## src/rtl/led_driver_pkg.sv

```systemverilog
// Shared types and constants for the LED pixel serializer.
// Optional build macro LED_SERIALIZER_GRB_EN selects G,R,B byte order on the wire.
package led_driver_pkg;

    localparam int PIXEL_W   = 24;
    localparam int BIT_CNT_W = 5;

    typedef enum logic [2:0] {
        IDLE,
        FETCH,
        SEND_BIT,
        WAIT_BIT,
        SEND_END,
        WAIT_END,
        DONE
    } state_e;

    // Rearranges an {R,G,B} pixel into the order its bits leave the serializer, MSB first.
    function automatic logic [PIXEL_W-1:0] wire_order(input logic [PIXEL_W-1:0] pix);
`ifdef LED_SERIALIZER_GRB_EN
        return {pix[15:8], pix[23:16], pix[7:0]};
`else
        return pix;
`endif
    endfunction

endpackage

```

## src/rtl/led_pixel_shift_reg.sv

```systemverilog
// Pixel load/shift register with bit counter; MSB of the register is the bit on the wire.
// Byte order at load follows LED_SERIALIZER_GRB_EN through led_driver_pkg::wire_order.
module led_pixel_shift_reg
    import led_driver_pkg::*;
(
    input  logic               clk,
    input  logic               reset,
    input  logic               load,
    input  logic               shift,
    input  logic [PIXEL_W-1:0] load_data,
    output logic               bit_out,
    output logic               last_bit
);

    logic [PIXEL_W-1:0]   shreg_q, shreg_d;
    logic [BIT_CNT_W-1:0] cnt_q, cnt_d;

    always_comb begin
        shreg_d = shreg_q;
        cnt_d   = cnt_q;
        if (load) begin
            shreg_d = wire_order(load_data);
            cnt_d   = '0;
        end else if (shift) begin
            shreg_d = {shreg_q[PIXEL_W-2:0], 1'b0};
            cnt_d   = cnt_q + BIT_CNT_W'(1);
        end
    end

    always_ff @(posedge clk) begin
        if (reset) begin
            shreg_q <= '0;
            cnt_q   <= '0;
        end else begin
            shreg_q <= shreg_d;
            cnt_q   <= cnt_d;
        end
    end

    assign bit_out  = shreg_q[PIXEL_W-1];
    assign last_bit = (cnt_q == BIT_CNT_W'(PIXEL_W - 1));

endmodule

```

## src/rtl/led_driver_pixel_serializer.sv

```systemverilog
// Frame sequencer: fetches NUM_LEDS pixels, emits 24 bit symbols per pixel and one end code.
// Bit order is set by LED_SERIALIZER_GRB_EN (see led_pixel_shift_reg).
module led_driver_pixel_serializer
    import led_driver_pkg::*;
#(
    parameter int NUM_LEDS = 8,
    parameter int CLK_PER  = 10
) (
    input  logic                      clk,
    input  logic                      reset,
    input  logic                      frame_start,
    output logic                      frame_busy,
    output logic                      frame_done,
    output logic                      pix_req,
    output logic [$clog2(NUM_LEDS):0] pix_idx,
    input  logic                      pix_valid,
    input  logic [PIXEL_W-1:0]        pix_data,
    output logic                      tr_start,
    output logic                      tr_val,
    output logic                      tr_end,
    input  logic                      tr_done
);

    localparam int                IDX_W    = $clog2(NUM_LEDS) + 1;
    localparam logic [IDX_W-1:0]  LAST_IDX = IDX_W'(NUM_LEDS - 1);

    if (NUM_LEDS < 1 || NUM_LEDS > 1024 || CLK_PER < 1) begin : g_param_check
        $error("led_driver_pixel_serializer: NUM_LEDS or CLK_PER out of range");
    end

    state_e           state_q, state_d;
    logic [IDX_W-1:0] pix_idx_q, pix_idx_d;
    logic             tr_done_prev_q;
    logic             tr_done_rise;
    logic             sr_load, sr_shift, sr_bit, sr_last;

    // A done level held across several cycles must only count once.
    assign tr_done_rise = tr_done & ~tr_done_prev_q;

    led_pixel_shift_reg u_shift_reg (
        .clk       (clk),
        .reset     (reset),
        .load      (sr_load),
        .shift     (sr_shift),
        .load_data (pix_data),
        .bit_out   (sr_bit),
        .last_bit  (sr_last)
    );

    always_comb begin
        state_d   = state_q;
        pix_idx_d = pix_idx_q;
        sr_load   = 1'b0;
        sr_shift  = 1'b0;
        case (state_q)
            IDLE: begin
                if (frame_start) begin
                    state_d   = FETCH;
                    pix_idx_d = '0;
                end
            end
            FETCH: begin
                if (pix_valid) begin
                    sr_load = 1'b1;
                    state_d = SEND_BIT;
                end
            end
            SEND_BIT: state_d = WAIT_BIT;
            WAIT_BIT: begin
                if (tr_done_rise) begin
                    if (!sr_last) begin
                        sr_shift = 1'b1;
                        state_d  = SEND_BIT;
                    end else if (pix_idx_q == LAST_IDX) begin
                        state_d = SEND_END;
                    end else begin
                        pix_idx_d = pix_idx_q + IDX_W'(1);
                        state_d   = FETCH;
                    end
                end
            end
            SEND_END: state_d = WAIT_END;
            WAIT_END: begin
                if (tr_done_rise) begin
                    state_d = DONE;
                end
            end
            DONE:    state_d = IDLE;
            default: state_d = IDLE;
        endcase
    end

    always_ff @(posedge clk) begin
        if (reset) begin
            state_q        <= IDLE;
            pix_idx_q      <= '0;
            tr_done_prev_q <= 1'b0;
        end else begin
            state_q        <= state_d;
            pix_idx_q      <= pix_idx_d;
            tr_done_prev_q <= tr_done;
        end
    end

    // Outputs decode the state register only, so reset forces them all low at the same edge.
    assign frame_busy = (state_q != IDLE);
    assign frame_done = (state_q == DONE);
    assign pix_req    = (state_q == FETCH);
    assign pix_idx    = pix_idx_q;
    assign tr_start   = (state_q == SEND_BIT) || (state_q == SEND_END);
    assign tr_val     = ((state_q == SEND_BIT) || (state_q == WAIT_BIT)) && sr_bit;
    assign tr_end     = (state_q == SEND_END) || (state_q == WAIT_END);

endmodule

```

## config.mk

```make
export PLATFORM = sky130hd
export DESIGN_NAME = led_driver_pixel_serializer
export DESIGN_NICKNAME = d
export VERILOG_FILES = /design/src/rtl/led_driver_pkg.sv /design/src/rtl/led_pixel_shift_reg.sv /design/src/rtl/led_driver_pixel_serializer.sv
export SDC_FILE = /design/constraint.sdc
export NUM_CORES = 1
export LEC_CHECK = 0
export ABC_AREA = 1
export BUFFER_PORTS_ARGS = -buffer_cell sky130_fd_sc_hd__buf_2
export CAP_MARGIN = 30
export CELL_PAD_IN_SITES_DETAIL_PLACEMENT = 1
export CELL_PAD_IN_SITES_GLOBAL_PLACEMENT = 2
export CORE_ASPECT_RATIO = 2
export CORE_MARGIN = 8
export CORE_UTILIZATION = 28
export CTS_CLUSTER_SIZE = 10
export DETAILED_ROUTE_END_ITERATION = 10
export HOLD_SLACK_MARGIN = 0.06
export PLACE_DENSITY = 0.75
export SYNTH_ARGS = -nofsm -noshare
export SYNTH_HDL_FRONTEND = slang
export SYNTH_SLANG_ARGS = --single-unit
```

## constraint.sdc

```tcl
create_clock -name clk -period 1.7 [get_ports clk]
set_input_delay 0.255 -clock clk [delete_from_list [all_inputs] [get_ports clk]]
set_output_delay 0.255 -clock clk [all_outputs]
set_load 0.01 [all_outputs]
```

==> key figures <==
Worst setup path
  • Critical Path Max Stage Delay: 360 ps
  • Critical path launch point type: flip-flop
  • CP Data Required Time: 1440 ps
  • Critical path, cell by cell: inv_2, nand2_1, a21oi_1, buf_2
  • CP endpoint kind: output pin
  • Worst path slowest cell: dfxtp_1
  • Crit-path max FO: 8
  • CP Class: flip-flop to output pin
  • WP data arrival: 1280 ps

Synth
  • Post-Synth Adder-Cell Area: 1.28%
  • Mux share of post-synthesis cell area: 0%
  • Xor-xnor portion of the synthesized cell area: 0.899%
  • Unique masters post-synth: 26
  • Synth area leaders: dfxtp_1 38%, nand2_1 30%, a21oi_1 8.7%, inv_1 3.9%, nand3_1 3.1%
  • Ys Warns: 0
  • Mapped cell area: 0.00195 mm²
  • Syn Inst Count: 309
  • Syn Nets: 340
  • Largest family of logic cells by synthesized area: simple AND/OR/NAND/NOR gates
  • Simple-gate share of the synthesized area: 41.7%
  • Synth top area share: 38.0%
  • Sequential area share after synthesis: 38.0%
  • Synth Register Bits: 37
  • Syn avg cell area: 6.31 µm²
  • Synth area leader: dfxtp_1
  • Compound-gate portion of the synthesized area: 9.56%

Global route
  • Initial antenna violation count: 0
  • First-pass GRT wire length: 9.47 mm
  • Largest net degree at the start of global routing: 25
  • Number of global-route vias before repair: 2106
  • Congestion Overflow GR: 0
  • GR Util All Layers: 11.8%

Floorplanning
  • Die Area: 0.0101 mm²
  • I/O pin cnt: 39
  • Die W: 75 µm
  • Placeable Area: 0.00683 mm²
  • Die Height: 134 µm
  • Floorplan row count: 43
  • Initial Util: 28.5%

Routing
  • Mean routed wirelength per cell: 12.4 µm
  • Via Count: 2007
  • Met2 wire len: 2.73 mm
  • DRT antenna net count: 0
  • Met1 WL: 2.37 mm
  • Drt initial violations: 87
  • # DRC: 0
  • Metal3 WL: 306 µm
  • Initial DRT Pass Iterations: 4
  • Uppermost routed layer: met4
  • Detailed-route wire length: 5.49 mm
  • Routed vias/inst: 4.53

STA
  • Period utilization: 90.4%
  • Clk_skew: 3.51 ps
  • Post-route setup slack: 163 ps
  • Worst-Margin Slew: 270 ps
  • Max Clk Rate: 651 MHz
  • Endpoints failing setup: 0
  • Total negative slack: 0 ps
  • Period minus WS final: 1540 ps
  • WHS: 210 ps
  • Relative slew slack: 82.0%
  • Final-report hold violation count: 0
  • Slew Limit Fails: 0
  • RSZ-0062 raised after global routing: false

Cells and area
  • Final Util: 35.3%
  • Layout cells sized above 1: 20.4%
  • Area grow syn2layout: 23.8%
  • Ant diodes: 0
  • Total Nets Final: 383

Clocking
  • Later-pin clock latency in the skew report: 280 ps
  • CTS H-Tree Depth: 2
  • Root Driver: clkbuf_16
  • Clk sinks: 37
  • CTS tree: yes
  • Hold-fix buffers, CTS: 0
  • Post-CTS sizing: 0
  • Longest Clk Path Bufs: 2
  • Post-CTS Setup Inserts: 0
  • Worst-path clk slew: 60 ps
  • CTS Buf Count: 5

Power and ir drop
  • Final Total Pwr: 3260 µW
  • Peak VDD IR: 0.000443 V
  • PwrDens: 1350 mW/mm²
  • Leakage: 0.00111 µW

Place
  • Routability cong.: 0.776
  • Pre-CTS setup slack: 80.8 ps
  • HPWL Detailed: 4.01 mm
  • Buffers on Ports: 38

Min path
  • Min-Delay Path Class: input pin to flip-flop

Outcome
  • Outcome: finished clean

Job
  • Reported max-cap violation count: 0
-- kinds of logic (layout without fill, tap and decap cells) --
kind of cell / after synthesis / after routing
adder cells (fa/ha/maj): 2 / 2
flip-flops: 37 / 37
XOR/XNOR: 2 / 2
AND/OR/NAND/NOR: 195 / 195
buffers and inverters: 36 / 80
AO/OA/AOI/OAI: 37 / 37
-- cell usage after synthesis --
library cell and count:
nand3_4 2, a21oi_1 34, clkinv_2 1, nand2_1 155, nor3_1 3, o21ai_0 2
buf_6 2, or2_2 1, ha_1 2, clkbuf_1 4, nand3b_1 1, nand3_1 12
buf_2 3, inv_2 3, nor2_2 2, inv_1 20, nand3_2 1, nand4_1 1
xor2_1 1, nor2_1 15, a31oi_1 1, dfxtp_1 37, nor2_4 1, xnor2_1 1
nand2_4 1, buf_4 3
-- through the flow --
stage / area, µm² / cells
detailed placement: 2260 / 435
global route: 2410 / 443
finish: 2410 / 443
global placement: 2260 / 435
CTS: 2400 / 443
floorplan: 1950 / 309
-- final timing paths --
| check | from | to | slack [ps] | cells after the start |
|---|---|---|---|---|
| min | tr_done | tr_done_prev_q$_SDFF_PP0_ | 210 | 3 |
| min reg2reg | u_shift_reg.shreg_q[0]$_SDFFE_PP0P_ | u_shift_reg.shreg_q[0]$_SDFFE_PP0P_ | 460 | 2 |
| max reg2reg | state_q[1]$_SDFFE_PP0P_ | pix_idx[1]$_SDFFE_PP0P_ | 170 | 9 |
| max | state_q[2]$_SDFFE_PP0P_ | tr_start | 160 | 4 |
-- report_power, final --
group	internal, µW	switching (µW)
combinational	452	892
clock	538	349
sequential	945	79.3
total	1940	1320
-- sequential cells by signal, indices dropped and copies added (netlist names) --
register / flops
tr_done_prev_q: 1
u_shift_reg.cnt_q: 5
state_q: 3
u_shift_reg.shreg_q: 24
pix_idx: 4
-- cell usage in the layout (no fill, tap or decap) --
master and n:
inv_2 4, or2_2 1, clkbuf_16 5, nand4_1 1, nand2_4 1, a31oi_1 1, nor2_1 14, nand3b_1 1
nand3_1 12, nand3_2 1, buf_2 38, nor3_1 3, o21ai_0 2, nand2_1 154, inv_4 1, dfxtp_1 36
dfxtp_2 1, ha_1 1, xor2_1 1, nand2_2 1, nor2_4 1, clkbuf_1 1, clkinv_2 2, inv_1 19
nor2_2 3, xnor2_1 1, buf_12 1, buf_4 9, ha_2 1, nand3_4 2, a21oi_1 34
-- worst max-delay path: cells and delay by family (launching register included) --
family / cells / cell delay [ps]
AO/OA/AOI/OAI: 1 / 170
buffers and inverters: 2 / 310
flip-flops: 1 / 360
AND/OR/NAND/NOR: 1 / 160
-- routing by layer --
metal | vias to the layer above | GRT usage [%]
met5 | - | 0
met4 | 0 | 3.96
met3 | 6 | 2.84
met2 | 31 | 20.5
met1 | 925 | 13.2
li1 | 1045 | -
-- area by class of cell --
class / instances / area [µm²]
timing repair buffer: 48 / 278
fill: 925 / 4420
inverter: 24 / 92.6
multi-input combinational: 236 / 1050
tap: 90 / 113
sequential: 37 / 742
clock inverter: 2 / 10.0
clock buffer: 6 / 129
Power figures use the tool's default switching activity.
